[src/rtl/smart_aqua.sv]
// Coin-operated water dispenser controller: 5 L / 10 L products, coin credit, change and display digits.
// Optional cancel/refund behaviour is enabled by defining AQUA_CANCEL_EN.
module smart_aqua #(
  parameter int PRICE5  = 15,
  parameter int PRICE10 = 30
) (
  input  logic       clk,
  input  logic       reset,
  input  logic       Liters5,
  input  logic       Liters10,
  input  logic [1:0] in,
  output logic       out1,
  output logic       out2,
  output logic [3:0] change,
  output logic [2:0] Digit0,
  output logic [2:0] Digit1
);

  localparam logic [5:0] P5_C  = 6'(PRICE5);
  localparam logic [5:0] P10_C = 6'(PRICE10);

`ifdef AQUA_CANCEL_EN
  typedef enum logic [1:0] {IDLE = 2'd0, COLLECT = 2'd1, DISPENSE = 2'd2, REFUND = 2'd3} state_t;
`else
  typedef enum logic [1:0] {IDLE = 2'd0, COLLECT = 2'd1, DISPENSE = 2'd2} state_t;
`endif

  state_t     state_q, state_d;
  logic [5:0] credit_q, credit_d;
  logic [5:0] price_q, price_d;
  logic       prod10_q, prod10_d;
  logic       out1_q, out1_d;
  logic       out2_q, out2_d;
  logic [3:0] change_q, change_d;
  logic [2:0] dig0_q, dig0_d;
  logic [2:0] dig1_q, dig1_d;

  logic [5:0] coin_s;
  logic [5:0] new_credit_s;
  logic [5:0] diff_s;
  logic       cancel_s;

  always_comb begin
    case (in)
      2'b01:   coin_s = 6'd5;
      2'b10:   coin_s = 6'd10;
      2'b11:   coin_s = 6'd20;
      default: coin_s = 6'd0;
    endcase
  end

  assign new_credit_s = credit_q + coin_s;
  assign diff_s       = new_credit_s - price_q;
`ifdef AQUA_CANCEL_EN
  assign cancel_s = ~Liters5 & ~Liters10;
`else
  assign cancel_s = 1'b0;
`endif

  always_comb begin
    state_d  = state_q;
    credit_d = credit_q;
    price_d  = price_q;
    prod10_d = prod10_q;
    out1_d   = 1'b0;
    out2_d   = 1'b0;
    change_d = 4'd0;
    dig0_d   = 3'd0;
    dig1_d   = 3'd0;
    case (state_q)
      IDLE: begin
        credit_d = 6'd0;
        if (Liters10) begin
          state_d  = COLLECT;
          price_d  = P10_C;
          prod10_d = 1'b1;
          dig1_d   = 3'(P10_C / 6'd5);
        end else if (Liters5) begin
          state_d  = COLLECT;
          price_d  = P5_C;
          prod10_d = 1'b0;
          dig1_d   = 3'(P5_C / 6'd5);
        end else begin
          state_d = IDLE;
        end
      end
      COLLECT: begin
        if (cancel_s) begin
          // Cancel ignores any coin this cycle; zero credit needs no refund cycle
          credit_d = 6'd0;
`ifdef AQUA_CANCEL_EN
          if (credit_q != 6'd0) begin
            state_d  = REFUND;
            change_d = credit_q[3:0];
          end else begin
            state_d = IDLE;
          end
`else
          state_d = IDLE;
`endif
        end else if (new_credit_s >= price_q) begin
          state_d  = DISPENSE;
          credit_d = 6'd0;
          change_d = diff_s[3:0];
          out1_d   = ~prod10_q;
          out2_d   = prod10_q;
        end else begin
          credit_d = new_credit_s;
          dig0_d   = 3'(new_credit_s / 6'd5);
          dig1_d   = 3'((price_q - new_credit_s) / 6'd5);
        end
      end
      DISPENSE: begin
        state_d = IDLE;
      end
`ifdef AQUA_CANCEL_EN
      REFUND: begin
        state_d = IDLE;
      end
`endif
      default: begin
        state_d  = IDLE;
        credit_d = 6'd0;
      end
    endcase
  end

  always_ff @(posedge clk) begin
    if (reset) begin
      state_q  <= IDLE;
      credit_q <= 6'd0;
      price_q  <= 6'd0;
      prod10_q <= 1'b0;
      out1_q   <= 1'b0;
      out2_q   <= 1'b0;
      change_q <= 4'd0;
      dig0_q   <= 3'd0;
      dig1_q   <= 3'd0;
    end else begin
      state_q  <= state_d;
      credit_q <= credit_d;
      price_q  <= price_d;
      prod10_q <= prod10_d;
      out1_q   <= out1_d;
      out2_q   <= out2_d;
      change_q <= change_d;
      dig0_q   <= dig0_d;
      dig1_q   <= dig1_d;
    end
  end

  assign out1   = out1_q;
  assign out2   = out2_q;
  assign change = change_q;
  assign Digit0 = dig0_q;
  assign Digit1 = dig1_q;

endmodule

[config.mk]
export PLATFORM = sky130hd
export DESIGN_NAME = smart_aqua
export DESIGN_NICKNAME = d
export VERILOG_FILES = /design/src/rtl/smart_aqua.sv
export SDC_FILE = /design/constraint.sdc
export NUM_CORES = 1
export LEC_CHECK = 0
export ABC_AREA = 1
export BUFFER_PORTS_ARGS = -buffer_cell sky130_fd_sc_hd__clkbuf_2
export CORE_MARGIN = 2
export CORE_UTILIZATION = 62
export DETAILED_ROUTE_END_ITERATION = 8
export PLACE_DENSITY = 0.94
export SYNTH_ARGS = -nofsm -noshare
export SYNTH_HDL_FRONTEND = slang
export SYNTH_SLANG_ARGS = --single-unit
export TNS_END_PERCENT = 30
[constraint.sdc]
create_clock -name clk -period 9.92 [get_ports clk]
set_input_delay 1.488 -clock clk [delete_from_list [all_inputs] [get_ports clk]]
set_output_delay 1.488 -clock clk [all_outputs]
set_load 0.02 [all_outputs]
# Word-level counts from Yosys, hierarchy flattened
# Cells that the tools add are included.
totals:
  regBits: 27
  out_inout_bits: 12
classes:
  n_addsub: 3
  n_div: 2
  n_lt_le_gt_ge: 1
  n_eq_ne: 6
  n_mux: 15
  n_bitwise: 3
  reduce_logical: 5
op_table:
  columns: ["operator", "n"]
  rows:
  - ["2-to-1 mux 6 bit", 3]
  - ["one-hot mux 5 bit (3 select lines)", 1]
  - ["divider 6 x 3 -> 6 bit, second input constant", 2]
  - ["one-hot mux 6 bit (2 select lines)", 1]
  - ["adder 6 x 5 -> 6 bit", 1]
  - ["equality test 2 bit, second input constant", 3]
  - [">= comparator 6 bit", 1]
  - ["2-to-1 mux 3 bit", 2]
  - ["one-hot mux 3 bit (2 select lines)", 1]
  - ["OR reduction 3 bit", 2]
  - ["subtractor 6 bit", 1]
  - ["equality test 2 x 1 -> 1 bit, second input constant", 2]
  - ["2-to-1 mux 1 bit", 4]
  - ["2-to-1 mux 2 bit", 2]
  - ["one-hot mux 2 bit (2 select lines)", 1]
  - ["subtractor 4 bit", 1]
  - ["NOT 1 bit", 3]
  - ["logical NOT 2 bit", 1]
  - ["inequality test 2 bit, second input constant", 1]
  - ["AND reduction 2 bit", 1]
  - ["nonzero test 2 bit", 1]

# Depth between registers and ports, before layout
logic_depth:
  ltp_word: 7
  depth_mapped: 36

# Least setup slack after synthesis
# No wires, ideal clock.
synth_timing:
  path_kind: "input -> register"
  startpoint: "input in[0]"
  endpoint: "register dig1_q[0], in the netlist Digit1[0]"
  arrival_ns: 4.661
  t_required_ns: 9.792
  setup_slack_ns: 5.130
  path_stages: 33
  path_buffers: 1
  path_cell_list: "inv_2 nor2_1 ha_1 ha_1 inv_1 nand2_1 nand2_1 nand2_2 ha_1 clkbuf_1 nand2_1 nor2_1 a21oi_1 nand2_2 nand3_1 nand2_2 nand2_2 nand2_2 nand2_2 nand2_1 nand3_1 nand2_1 nand3_1 nand2_1 inv_1 ha_1 nand3b_2 nand2_1 clkinv_1 nor2_1 nand3_1 nand2_1 a21oi_2"
synth_via:
  elab_chain_len: 7
  elab_cells_between_ends: 10
  classes_between: "2 x add/sub; 1 x div; 1 x order compare; 3 x eq/ne; 3 x mux"
synth_rtl:
  columns: ["element", "line_no", "text"]
  rows:
  - ["from (decl)", "11", "input logic [1:0] in,"]
  - ["equality test 2 bit or equality test 2 x 1 -> 1 bit (tied branches)", "44", "case (in)"]
  - ["one-hot mux 5 bit (3 select lines) (*)", "44", null]
  - ["adder 6 x 5 -> 6 bit (*)", "52", "assign new_credit_s = credit_q + coin_s;"]
  - ["subtractor 6 bit", "110", "dig1_d = 3'((price_q - new_credit_s) / 6'd5);"]
  - ["divider 6 x 3 -> 6 bit", "110", null]
  - ["2-to-1 mux 3 bit (*)", "101", "end else if (new_credit_s >= price_q) begin"]
  - ["one-hot mux 3 bit (2 select lines) (*)", "70", "case (state_q)"]
  - ["to (signal assigned)", "148", "dig1_q <= dig1_d;"]
  - ["to (decl)", "36", "logic [2:0] dig1_q, dig1_d;"]
# Every way passes the cells marked *; elsewhere a longest branch is shown, timed or not.
# A chain may end at the register's enable or synchronous reset.

# Worst setup path after layout
# Ends and elaborated chain as after synthesis.

==> impl.org <==
** Clock tree
- Clock tree from TritonCTS :: built
- Clock-pin slew on the worst setup and hold paths :: 0.11 ns
- CTS built an H-tree with a depth of 1.
- Sink count of the clock tree :: 23
- Post-CTS repair changed the size of 0 cells.
- Hold repair after CTS inserted 0 buffers.
- TritonCTS created 3 clock buffers.
- The tree is rooted in a clkbuf_4.
- Post-CTS timing repair inserted 0 buffers for setup.
- Clock buffer depth :: 2
- The clock reaches the later pin of the worst-skew pair after 0.32 ns.

** Floorplanning
- From bottom edge to top edge, the die measures 61.1 um.
- Area of the core region :: 3080 um2
- Initial cell density of the core :: 0.657
- Die Footprint :: 3740 um2
- Measured along the x axis, the die boundary spans 61.1 um.
- Number of ports placed on the die boundary :: 18
- The initialized floorplan defines 20 standard-cell rows.

** Place
- Detailed placement finished with a half-perimeter wire length of 3340 um.
- Total cell area at the placement stage :: 2160 um2
- Once placement completed, the tool counted placed cells totaling 346.
- Number of buffer cells added on primary ports :: 17
- Post-Place Worst Slack :: 4.63 ns
- At the end of routability-driven placement, the weighted congestion stood at 0.977.

** Timing
- Setup TNS :: 0 ns
- Worst slew margin relative to its limit :: 0.743
- Unrepaired setup endpoints after global routing :: false
- For the final database, setup skew stands at 0.0201 ns.
- Final setup violation count :: 0
- Worst Tran Pin Value :: 0.383 ns
- Across all setup checks in the final design, the least slack found is 4.90 ns.
- Highest clock rate :: 199 MHz
- Counting I/O delays and the setup requirement, the final critical path takes 5.02 ns.
- Worst Hold Slack :: 0.479 ns
- The total count of max-transition violations in the final report came to 0.
- Share of the clock period used by the worst path :: 0.507
- Total count of hold-check failures in the final report :: 0

** Cells and area
- Leaving out filler cells and counting taps, the final layout contains 350.
- The net count of the finished layout is 330.
- Final std cell area, no fill :: 2180 um2
- Final standard cell utilization of the core :: 0.709
- Diode insertion count for antenna repair :: 0
- Filler cells :: 251
- In the final layout, the share of cells above drive strength 1 is 0.265.
- Area growth, synth to finish :: 7.92%

** Detailed routing
- After detailed routing, the number of remaining DRC violations is 0.
- Drt pass-1 iters :: 4
- Summing over every cut layer, the via total after detailed routing is 1,844.
- After detailed routing, the number of vias per cell comes to 5.27.
- Total Routed Length :: 4070 um
- ANT nets after route :: 0
- In this run, the number of DRC markers left after iteration 0 of detailed routing was 112.
- Mean routed wirelength per cell :: 11.6 um

** GRT
- Global-route wire length before repair :: 6890 um
- Antenna violations before repair :: 0
- Summed over all layers, the global routing overflow is 0.
- Largest net degree at the start of global routing :: 14
- The number of global-route vias before repair came to 1,673.
- In the global route stage, overall resource usage came out at 0.239.

** Critical path
- Crit path kind :: in2reg
- Crit path max fanout :: 5
- The cell that appears most often on the critical path is nand2_1.
- Worst setup slack for register-to-register paths :: 5.90 ns
- At the worst endpoint, the required time is 10.12 ns.
- On the worst path, the slowest cell contributes a delay of 0.35 ns.
- Together, buffers and inverters on the worst path number 7.
- Nature of the critical path startpoint :: input port
- In this design, the largest share of critical-path delay is due to simple AND/OR/NAND/NOR gates.
- For the worst setup path, the data arrival time is 5.23 ns.
- The slowest stage of the critical path belongs to the cell ha_1.
- STA classifies the critical path endpoint as a flip-flop.

** Power and ir drop
- Proportion of power drawn by the clock network :: 0.122
- Switching share of total power :: 0.475
- Combinational Power Share :: 0.588
- VDD sags by at most 0.0835 mV.
- The internal power of the cells totals 189 uW.
- Overall power of the completed layout :: 360 uW
- Summed over all nets, the switching power comes to 171 uW.
- The share of total power dissipated in sequential elements is 0.290.
- Static leakage power :: 1.13 nW
- Power density of the placed cells :: 165 nW/um2

** Synthesis
- Most frequent cell after synthesis :: nand2_1
- Synth Warn # :: 0
- In this run, synthesis produced a sequential element count of 23.
- Mean Syn Cell Area :: 7.05 um2
- The cell area that synthesis handed to floorplanning was 2020 um2.
- When the netlist entered floorplanning its net count stood at 310.
- The share of synthesized area in the top cell type comes to 0.228.
- Sequential fraction of the synthesis area :: 0.228
- EDFF count, synth :: 0
- Cell type with the largest total area after synthesis :: dfxtp_1
- Yosys attributes the largest share of cell area to dfxtp_1 (23%), nand2_1 (11%), ha_1 (9.3%).
- Synth Flop Type :: dfxtp_1
- After synthesis, the netlist uses 37 different library cells.
- Synthesized netlist cell count :: 287
- FFs w/ async S/R, synth :: 0
- The commonest cells after synthesis are nand2_1 (58), inv_1 (48), dfxtp_1 (23).

** Run status
- Result of the run :: finished clean

** Min path
- Path class of the lowest-slack min-delay path :: reg2reg

** Run
- Maxcap violations :: 0
==> layout make-up <==
cell class / count / area, um2 / area share
well taps: 44 / 55.1 / 0.0252
multi-input cells: 204 / 1330 / 0.610
repair buffers: 17 / 85.1 / 0.0390
inverters: 58 / 223 / 0.102
flip-flops and latches: 23 / 460 / 0.211
clock buffers: 3 / 22.5 / 0.0103
clock inverters: 1 / 5.00 / 0.00229
==> path summary, 6_finish.rpt <==
check	from	to	cells past startpoint
min reg2reg	credit_q[5]	credit_q[5]	2
min	credit_q[5]	credit_q[5]	2
max	in[0]	Digit1[0]	32
max reg2reg	credit_q[1]	Digit1[0]	31
==> power by group through the flow <==
stage | registers, mW | logic (mW) | clock network, mW
after global placement | 0.106 | 0.200 | 0
after CTS | 0.104 | 0.210 | 0.0438
after global routing | 0.105 | 0.241 | 0.0473
final | 0.104 | 0.212 | 0.0440
after floorplan | 0.111 | 0.164 | 0
after detailed placement | 0.106 | 0.208 | 0
==> kinds of logic after synthesis <==
logic type | Yosys count | share of synthesized area
xor gates and xnor gates | 6 | 0.0445
adders and majority gates | 17 | 0.113
AOI/OAI and AO/OA | 33 | 0.108
buffers and inverters | 60 | 0.114
and+or+nand+nor | 148 | 0.394
DFF | 23 | 0.228
==> cell usage in the layout, fill, tap and decap left out, types with 3 or more instances in the layout <==
master     n
a21oi_1   10
a21oi_2    5
clkbuf_2  17
clkbuf_4   3
dfxtp_1   23
ha_1      15
inv_1     48
inv_2      7
nand2_1   58
nand2_2   18
nand2_4    6
nand3_1   17
nand3_2    8
nand4_1    6
nor2_1    22
nor2_4     3
o21ai_0    3
o21ai_2    3
o22ai_1    5
xnor2_1    3
==> sequential cells by signal, indices dropped and copies added, names as in the netlist <==
name      count
price_q       3
credit_q      6
change        4
Digit1        3
Digit0        3
out1          1
state_q       2
out2          1
==> per-layer routing <==
layer	up-vias	GRT usage	share of wire
met5	-	0	0
met4	0	0.0963	0.027
met3	19	0.0210	0.034
met2	55	0.421	0.49
met1	828	0.300	0.45
li1	942	-	-
==> worst min-delay path: stages, from the launching register on <==
cell,delay [ns]
dfxtp_1,0.34
inv_1,0.07
nor2_1,0.04
Note: power is estimated with default switching activity, not from simulation.
